===== src/rtl/mem_port_arbiter.sv =====
// Shares one memory port between instruction fetch and data access.
// Data wins by default; a saturating streak counter eventually forces a fetch grant.
module mem_port_arbiter #(
   parameter int unsigned STARVE_LIMIT = 4
) (
   input  logic        CLK,
   input  logic        RESET,
   input  logic        I_REQ,
   input  logic [31:0] I_ADDR,
   input  logic        D_REQ,
   input  logic        D_WRITE,
   input  logic [31:0] D_ADDR,
   input  logic [31:0] D_WDATA,
   input  logic [31:0] MEM_RDATA,
   input  logic        MEM_BUSYWAIT,
   output logic        SELECT,
   output logic        MEM_READ,
   output logic        MEM_WRITE,
   output logic [31:0] MEM_ADDR,
   output logic [31:0] MEM_WDATA,
   output logic        I_BUSYWAIT,
   output logic        D_BUSYWAIT,
   output logic [31:0] I_RDATA,
   output logic [31:0] D_RDATA
);

   localparam logic [3:0] LIMIT  = 4'(STARVE_LIMIT);
   localparam int         SIDE_I = 0;
   localparam int         SIDE_D = 1;

   typedef enum logic [1:0] {
      IDLE    = 2'd0,
      GRANT_I = 2'd1,
      GRANT_D = 2'd2
   } state_t;

   state_t            state_q, state_d;
   logic [3:0]        streak_q, streak_d;
   logic [3:0]        streak_inc;
   logic [1:0]        req;
   logic [1:0]        done;
   logic [1:0]        eligible;
   logic [1:0]        complete;
   logic [1:0]        capture;
   logic [1:0][31:0]  rdata;

   assign req        = {D_REQ, I_REQ};
   assign eligible   = req & ~done;
   assign streak_inc = (streak_q < LIMIT) ? streak_q + 4'd1 : LIMIT;
   // A store completes without touching the load data register.
   assign capture    = {complete[SIDE_D] & ~D_WRITE, complete[SIDE_I]};

   // Per-requester done pulse and read-data register.
   generate
      for (genvar gi = 0; gi < 2; gi++) begin : side_g
         logic        done_q, done_d;
         logic [31:0] rdata_q, rdata_d;

         always_comb begin
            done_d  = complete[gi];
            rdata_d = capture[gi] ? MEM_RDATA : rdata_q;
         end

         always_ff @(posedge CLK or negedge RESET) begin
            if (!RESET) begin
               done_q  <= 1'b0;
               rdata_q <= '0;
            end else begin
               done_q  <= done_d;
               rdata_q <= rdata_d;
            end
         end

         assign done[gi]  = done_q;
         assign rdata[gi] = rdata_q;
      end
   endgenerate

   always_ff @(posedge CLK or negedge RESET) begin
      if (!RESET) begin
         state_q  <= IDLE;
         streak_q <= '0;
      end else begin
         state_q  <= state_d;
         streak_q <= streak_d;
      end
   end

   // Arbitration only happens from IDLE, so every grant is followed by a bubble.
   always_comb begin
      state_d  = state_q;
      streak_d = streak_q;
      complete = 2'b00;
      unique case (state_q)
         IDLE: begin
            if (eligible[SIDE_D] && (!eligible[SIDE_I] || (streak_q < LIMIT))) begin
               state_d  = GRANT_D;
               streak_d = I_REQ ? streak_inc : 4'd0;
            end else if (eligible[SIDE_I]) begin
               state_d  = GRANT_I;
               streak_d = 4'd0;
            end
         end
         GRANT_I: begin
            if (!MEM_BUSYWAIT) begin
               state_d          = IDLE;
               complete[SIDE_I] = 1'b1;
            end
         end
         GRANT_D: begin
            if (!MEM_BUSYWAIT) begin
               state_d          = IDLE;
               complete[SIDE_D] = 1'b1;
            end
         end
         default: state_d = IDLE;
      endcase
   end

   always_comb begin
      SELECT    = 1'b0;
      MEM_READ  = 1'b0;
      MEM_WRITE = 1'b0;
      MEM_ADDR  = '0;
      MEM_WDATA = '0;
      unique case (state_q)
         GRANT_I: begin
            MEM_READ = 1'b1;
            MEM_ADDR = I_ADDR;
         end
         GRANT_D: begin
            SELECT    = 1'b1;
            MEM_READ  = ~D_WRITE;
            MEM_WRITE = D_WRITE;
            MEM_ADDR  = D_ADDR;
            MEM_WDATA = D_WDATA;
         end
         default: ;
      endcase
   end

   assign I_BUSYWAIT = I_REQ & ~done[SIDE_I];
   assign D_BUSYWAIT = D_REQ & ~done[SIDE_D];
   assign I_RDATA    = rdata[SIDE_I];
   assign D_RDATA    = rdata[SIDE_D];

endmodule

===== config.mk =====
export PLATFORM = sky130hd
export DESIGN_NAME = mem_port_arbiter
export DESIGN_NICKNAME = d
export VERILOG_FILES = /design/src/rtl/mem_port_arbiter.sv
export SDC_FILE = /design/constraint.sdc
export NUM_CORES = 1
export LEC_CHECK = 0
export CAP_MARGIN = 20
export CORE_UTILIZATION = 31
export CTS_CLUSTER_SIZE = 40
export DETAILED_ROUTE_END_ITERATION = 10
export PLACE_DENSITY = 0.77
export SLEW_MARGIN = 20
export SYNTH_ARGS = -nofsm -noshare
export SYNTH_HDL_FRONTEND = slang
export SYNTH_SLANG_ARGS = --single-unit

===== constraint.sdc =====
create_clock -name CLK -period 1.8 [get_ports CLK]
set_clock_uncertainty 0.15 [all_clocks]
set_input_delay 0.36 -clock CLK [delete_from_list [all_inputs] [get_ports CLK]]
set_output_delay 0.36 -clock CLK [all_outputs]
set_load 0.02 [all_outputs]

-- After elaboration in Yosys (flattened, before gate mapping)
Cells that the tools add are included.
- RAM bits: 0
- word-level logic and storage cells: 44
- flip-flop bits (word level): 72
- input port bits: 134
- memories: 0
- bits in latches: 0
- memory bits (read-only): 0
- output and inout port bits: 133
- eq/ne operators: 4
- divide/modulo/power cells: 0
- bitwise gates (word level): 8
- shifts and indexed selects: 0
- muxes and demuxes: 16
- reductions and logical operators: 8
- add/sub/neg operators: 1
- multiply operators: 0
- order comparisons: 1
- operators by type and width (cell ; count):
    32-bit one-hot mux with 2 select lines ; 1
    32-bit two-way mux ; 1
    4-bit two-way mux ; 4
    2-bit two-way mux ; 3
    1-bit two-way mux ; 5
    4-bit by 1-bit adder with 4-bit output, second input constant ; 1
    4-bit by 3-bit < comparator with 1-bit output, second input constant ; 1
    2-bit one-hot mux with 2 select lines ; 1
    2-bit AND reduction ; 2
    1-bit AND ; 3
    3-bit inequality test, second input constant ; 1
    1-bit inverter ; 3
    2-bit AND ; 1
    2-bit by 1-bit == test with 1-bit output, second input constant ; 1
    2-bit == test, second input constant ; 1
    2-bit zero test ; 1
    2-bit inequality test, second input constant ; 1
    2-bit inverter ; 1
    1-bit one-hot mux with 2 select lines ; 1
    2-bit nonzero test ; 1
    2-bit OR reduction ; 1
    1-bit logical AND ; 1
    1-bit zero test ; 1
    1-bit logical OR ; 1

-- Logic depth before layout (Yosys ltp)
- depth after elaboration: 7
- gate-level depth with buffers: 7

-- Worst setup path after synthesis
Ideal clock, no wire load.
- kind: flip-flop to output port
- start: reg state_q[0]
- end: out MEM_ADDR[11]
- path buffers: 2
- arrival time: 1.676 ns
- cell stages (with the launch flop): 7
- path slack: -0.386 ns
- data required time: 1.290 ns
- cells stage by stage: dfrtp_1 inv_1 ha_1 clkbuf_1 buf_2 a22oi_1 nor2b_1
- cells in the longest elaborated chain, start to end: 2
- ends and longest elaborated chain (item ; RTL line ; RTL):
    start: declaration ; 37 ; state_t state_q, state_d;
    start signal: assignment ; 84 ; state_q <= state_d;
    2-bit == test or 2-bit by 1-bit == test with 1-bit output (tied branches) ; 126 ; unique case (state_q)
    32-bit one-hot mux with 2 select lines * ; 126 ;
    end: declaration ; 19 ; output logic [31:0] MEM_ADDR,
Mark *: on every way between the ends. The rest lies on a longest branch, timed or not.

-- Final worst setup path
- start: reg state_q[1]
- end: out MEM_ADDR[6]
The elaborated chain is that of the path after synthesis.

==> impl_metrics.csv <==
group,metric,value,unit
route,drt_iter0_drc,157,
timing,min_period,2.25,ns
cells_and_area,layout.cells.non_filler,757,
logic_synthesis,synth_edf_count,0,
route,routed_wl,14.9,mm
global_routing,grt_max_degree,53,
worst_setup_path,critPathLaunchType,"flop",
power_and_ir_drop,power_leakage,0.00376,uW
floorplan,die_w,111,um
route,ant_nets,0,
global_routing,overflow,0,
worst_setup_path,required,1.29,ns
global_routing,grt_pass1_vias,3771,
logic_synthesis,synth_area,3670,sq um
worst_hold_path,hp-class,"reg2reg",
floorplan,io_pins,267,
timing,timing.final.hold_violations,0,
timing,slew_viol_final,0,
outcome,status,"complete, but fails checks",
worst_setup_path,crit_family,"buffers and inverters",
worst_setup_path,cp_common_cell,"buf_6",
logic_synthesis,synth_top_family_by_area,"multiplexers",
worst_hold_path,min_path_cells,1,
placement,dp.cells,712,
logic_synthesis,synth_cells,290,
logic_synthesis,synth_ff_type,"dfrtp_1",
timing,rsz0062_at_grt,"true",
logic_synthesis,synth_cell_types,29,
floorplan,die_area,12300,sq um
timing,max_slew_margin,78.8,%
worst_setup_path,path_class,"reg2out",
logic_synthesis,ys_seq_elements,72,
route,vias,3621,
logic_synthesis,muxShareOfSynthArea,23.0,%
global_routing,grt_pass1_wl,20.8,mm
global_routing,antenna_found_initial,0,
cells_and_area,drive_gt1_share,52.1,%
flow_run,cap_violations,0,
floorplan,core,11500,sq um
logic_synthesis,synth_xor_area_share,0,%
worst_setup_path,critical_path_arrival,1.74,ns
logic_synthesis,ys_seq_area_share,49.1,%
clock_tree,cts_buffers,9,
power_and_ir_drop,power.density,1560,nW/um^2
cells_and_area,final_common_cell,"clkdlybuf4s50_1",
logic_synthesis,async_flop_share,100,%
worst_setup_path,reg2reg_depth,8,
worst_setup_path,path_buf_inv,4,
timing,finalCritPeriodShare,125,%
clock_tree,path_clk_slew,0.06,ns
global_routing,grt_use_total,22.0,%
floorplan,num_rows,39,
cells_and_area,fillerInstances,755,
worst_setup_path,cp_max_fo,11,
worst_setup_path,slowest_delay,0.41,ns
route,drc,0,
route,drt-pass1-iter-count,4,
route,wire_per_inst,19.6,um
logic_synthesis,ys_warn_count,0,
worst_setup_path,cp_cell_sequence,"buf_6 > ha_4 > buf_8 > buf_12 > a22oi_2 > nor2b_2 > buf_6",
logic_synthesis,synth_fa_ha_area_share,1.36,%
worst_setup_path,crit_path_end_kind,"output port",
timing,worst_slew_pin_slew,0.318,ns
logic_synthesis,synthSimpleGateAreaFrac,13.1,%
worst_setup_path,cp_slowest_cell,"dfrtp_1",
placement,place.gp.congestion,0.837,
clock_tree,clock_latency,0.32,ns
cells_and_area,layout_common_cells,"132 x clkdlybuf4s50_1, 73 x buf_6, 71 x dfrtp_1",
logic_synthesis,syn_nets,428,
clock_tree,cts_max_path_buffers,2,
timing,finalWorstSetupSlack,-0.449,ns
placement,dp_slack,-0.626,ns
placement,post-dp-hpwl,9.98,mm
cells_and_area,fin_nets,747,
clock_tree,root_buffer,"clkbuf_16",
timing,setup_viol,133,
route,vias_per_cell,4.78,
outcome,violations,"negative setup slack",
clock_tree,cts_tree,"built",
cells_and_area,insertedDiodeCount,0,
clock_tree,cts.sinks,72,
logic_synthesis,synth_area_per_cell,12.6,sq um
logic_synthesis,synth_compound_area_share,8.87,%
cells_and_area,final_util,71.2,%
cells_and_area,area_delta_synth_final,123,%
floorplan,die_h,111,um
power_and_ir_drop,ir_drop,1.05,mV
timing,fmax,445,MHz
clock_tree,htree_num_levels,3,
worst_setup_path,path_depth,7,
floorplan,initial_utilization,32.0,%
placement,port-buffer-count,266,
report_power, final:
part | total [uW] | switching, uW | internal, uW
combinational | 8210 | 3590 | 4610
clock | 1700 | 686 | 1020
sequential | 2830 | 437 | 2400
total | 12700 | 4720 | 8030
worst reg2reg max path, cell delays in order (launching register included):
cell	delay [ns]
dfrtp_2	0.44
inv_2	0.09
ha_4	0.23
buf_6	0.16
nor2b_4	0.16
and2b_4	0.23
buf_12	0.13
buf_12	0.12
mux2_4	0.30
synthesized netlist by cell type (all sizes together) (2+ instances only):
cell type  count  share of area, %
and2          33               5.6
nor2b         36               6.2
nand2          2              0.20
mux2          64                23
ha             4               1.4
nand2b         2              0.34
buf           10               2.6
dfrtp         72                49
o21ai          2              0.27
clkbuf        12               1.2
a22oi         32               6.6
a32o           2              0.55
inv            7              0.72
final timing paths:
path	slack (ns)	startpoint	endpoint
min	0.35	streak_q[0]	streak_q[0]
min reg2reg	0.35	streak_q[0]	streak_q[0]
min in group asynchronous	0.42	RESET	D_RDATA[11]
max	-0.45	state_q[1]	MEM_ADDR[6]
max in group asynchronous	0.81	RESET	state_q[0]
max reg2reg	-0.32	state_q[0]	D_RDATA[10]
cell type report:
type                       count  area, sq um  share of cell area (%)
timing repair buffer         330         3640                    44.6
clock buffer                  11          253                    3.10
tap                          143          179                    2.19
clock inverter                 5         38.8                   0.475
multi-input combinational    189         2220                    27.3
sequential                    72         1800                    22.1
inverter                       7         26.3                   0.322
metal layers:
metal	vias up	part of all wire [%]	GRT usage (%)	wire length [um]
met1	1774	38	24.3	5630
li1	1659	-	-	-
met2	167	53	40.4	7920
met5	-	0	0	0
met4	0	2.6	7.73	387
met3	21	6.2	5.85	926
through the flow:
stage / total power (uW) / hold WS, ns / setup TNS (ns) / instance area (sq um)
after global routing: 13300 / 0.366 / -48.72 / 8160
after detailed placement: 9680 / 0.237 / -50.49 / 6870
final: 12700 / 0.354 / -41.30 / 8160
after CTS: 11700 / 0.346 / -48.00 / 7510
after global placement: 9560 / 0.232 / -45.01 / 6870
after floorplan: 6320 / -0.0856 / -0.162 / 3810
registers in the layout, summed over array words and instances, names as in the netlist:
register / cells
side_g.done_q: 2
I_RDATA: 32
state_q: 2
streak_q: 4
D_RDATA: 32
timing repair:
| action | CTS | global route |
|---|---|---|
| pin swaps | 15 | 14 |
| setup endpoints to repair | 180 | 151 |
| endpoints found under the hold margin | 72 | 0 |
| gates resized for setup | 441 | 142 |
| hold buffers | 1 | 0 |
| setup buffers | 12 | 13 |
| cloned | 7 | 8 |
kinds of logic after synthesis:
group,count (synthesis)
compound gates,43
fa+ha+maj,4
buf+inv,29
flops,72
mux,65
simple gates,77
Power figures use the tool's default switching activity.
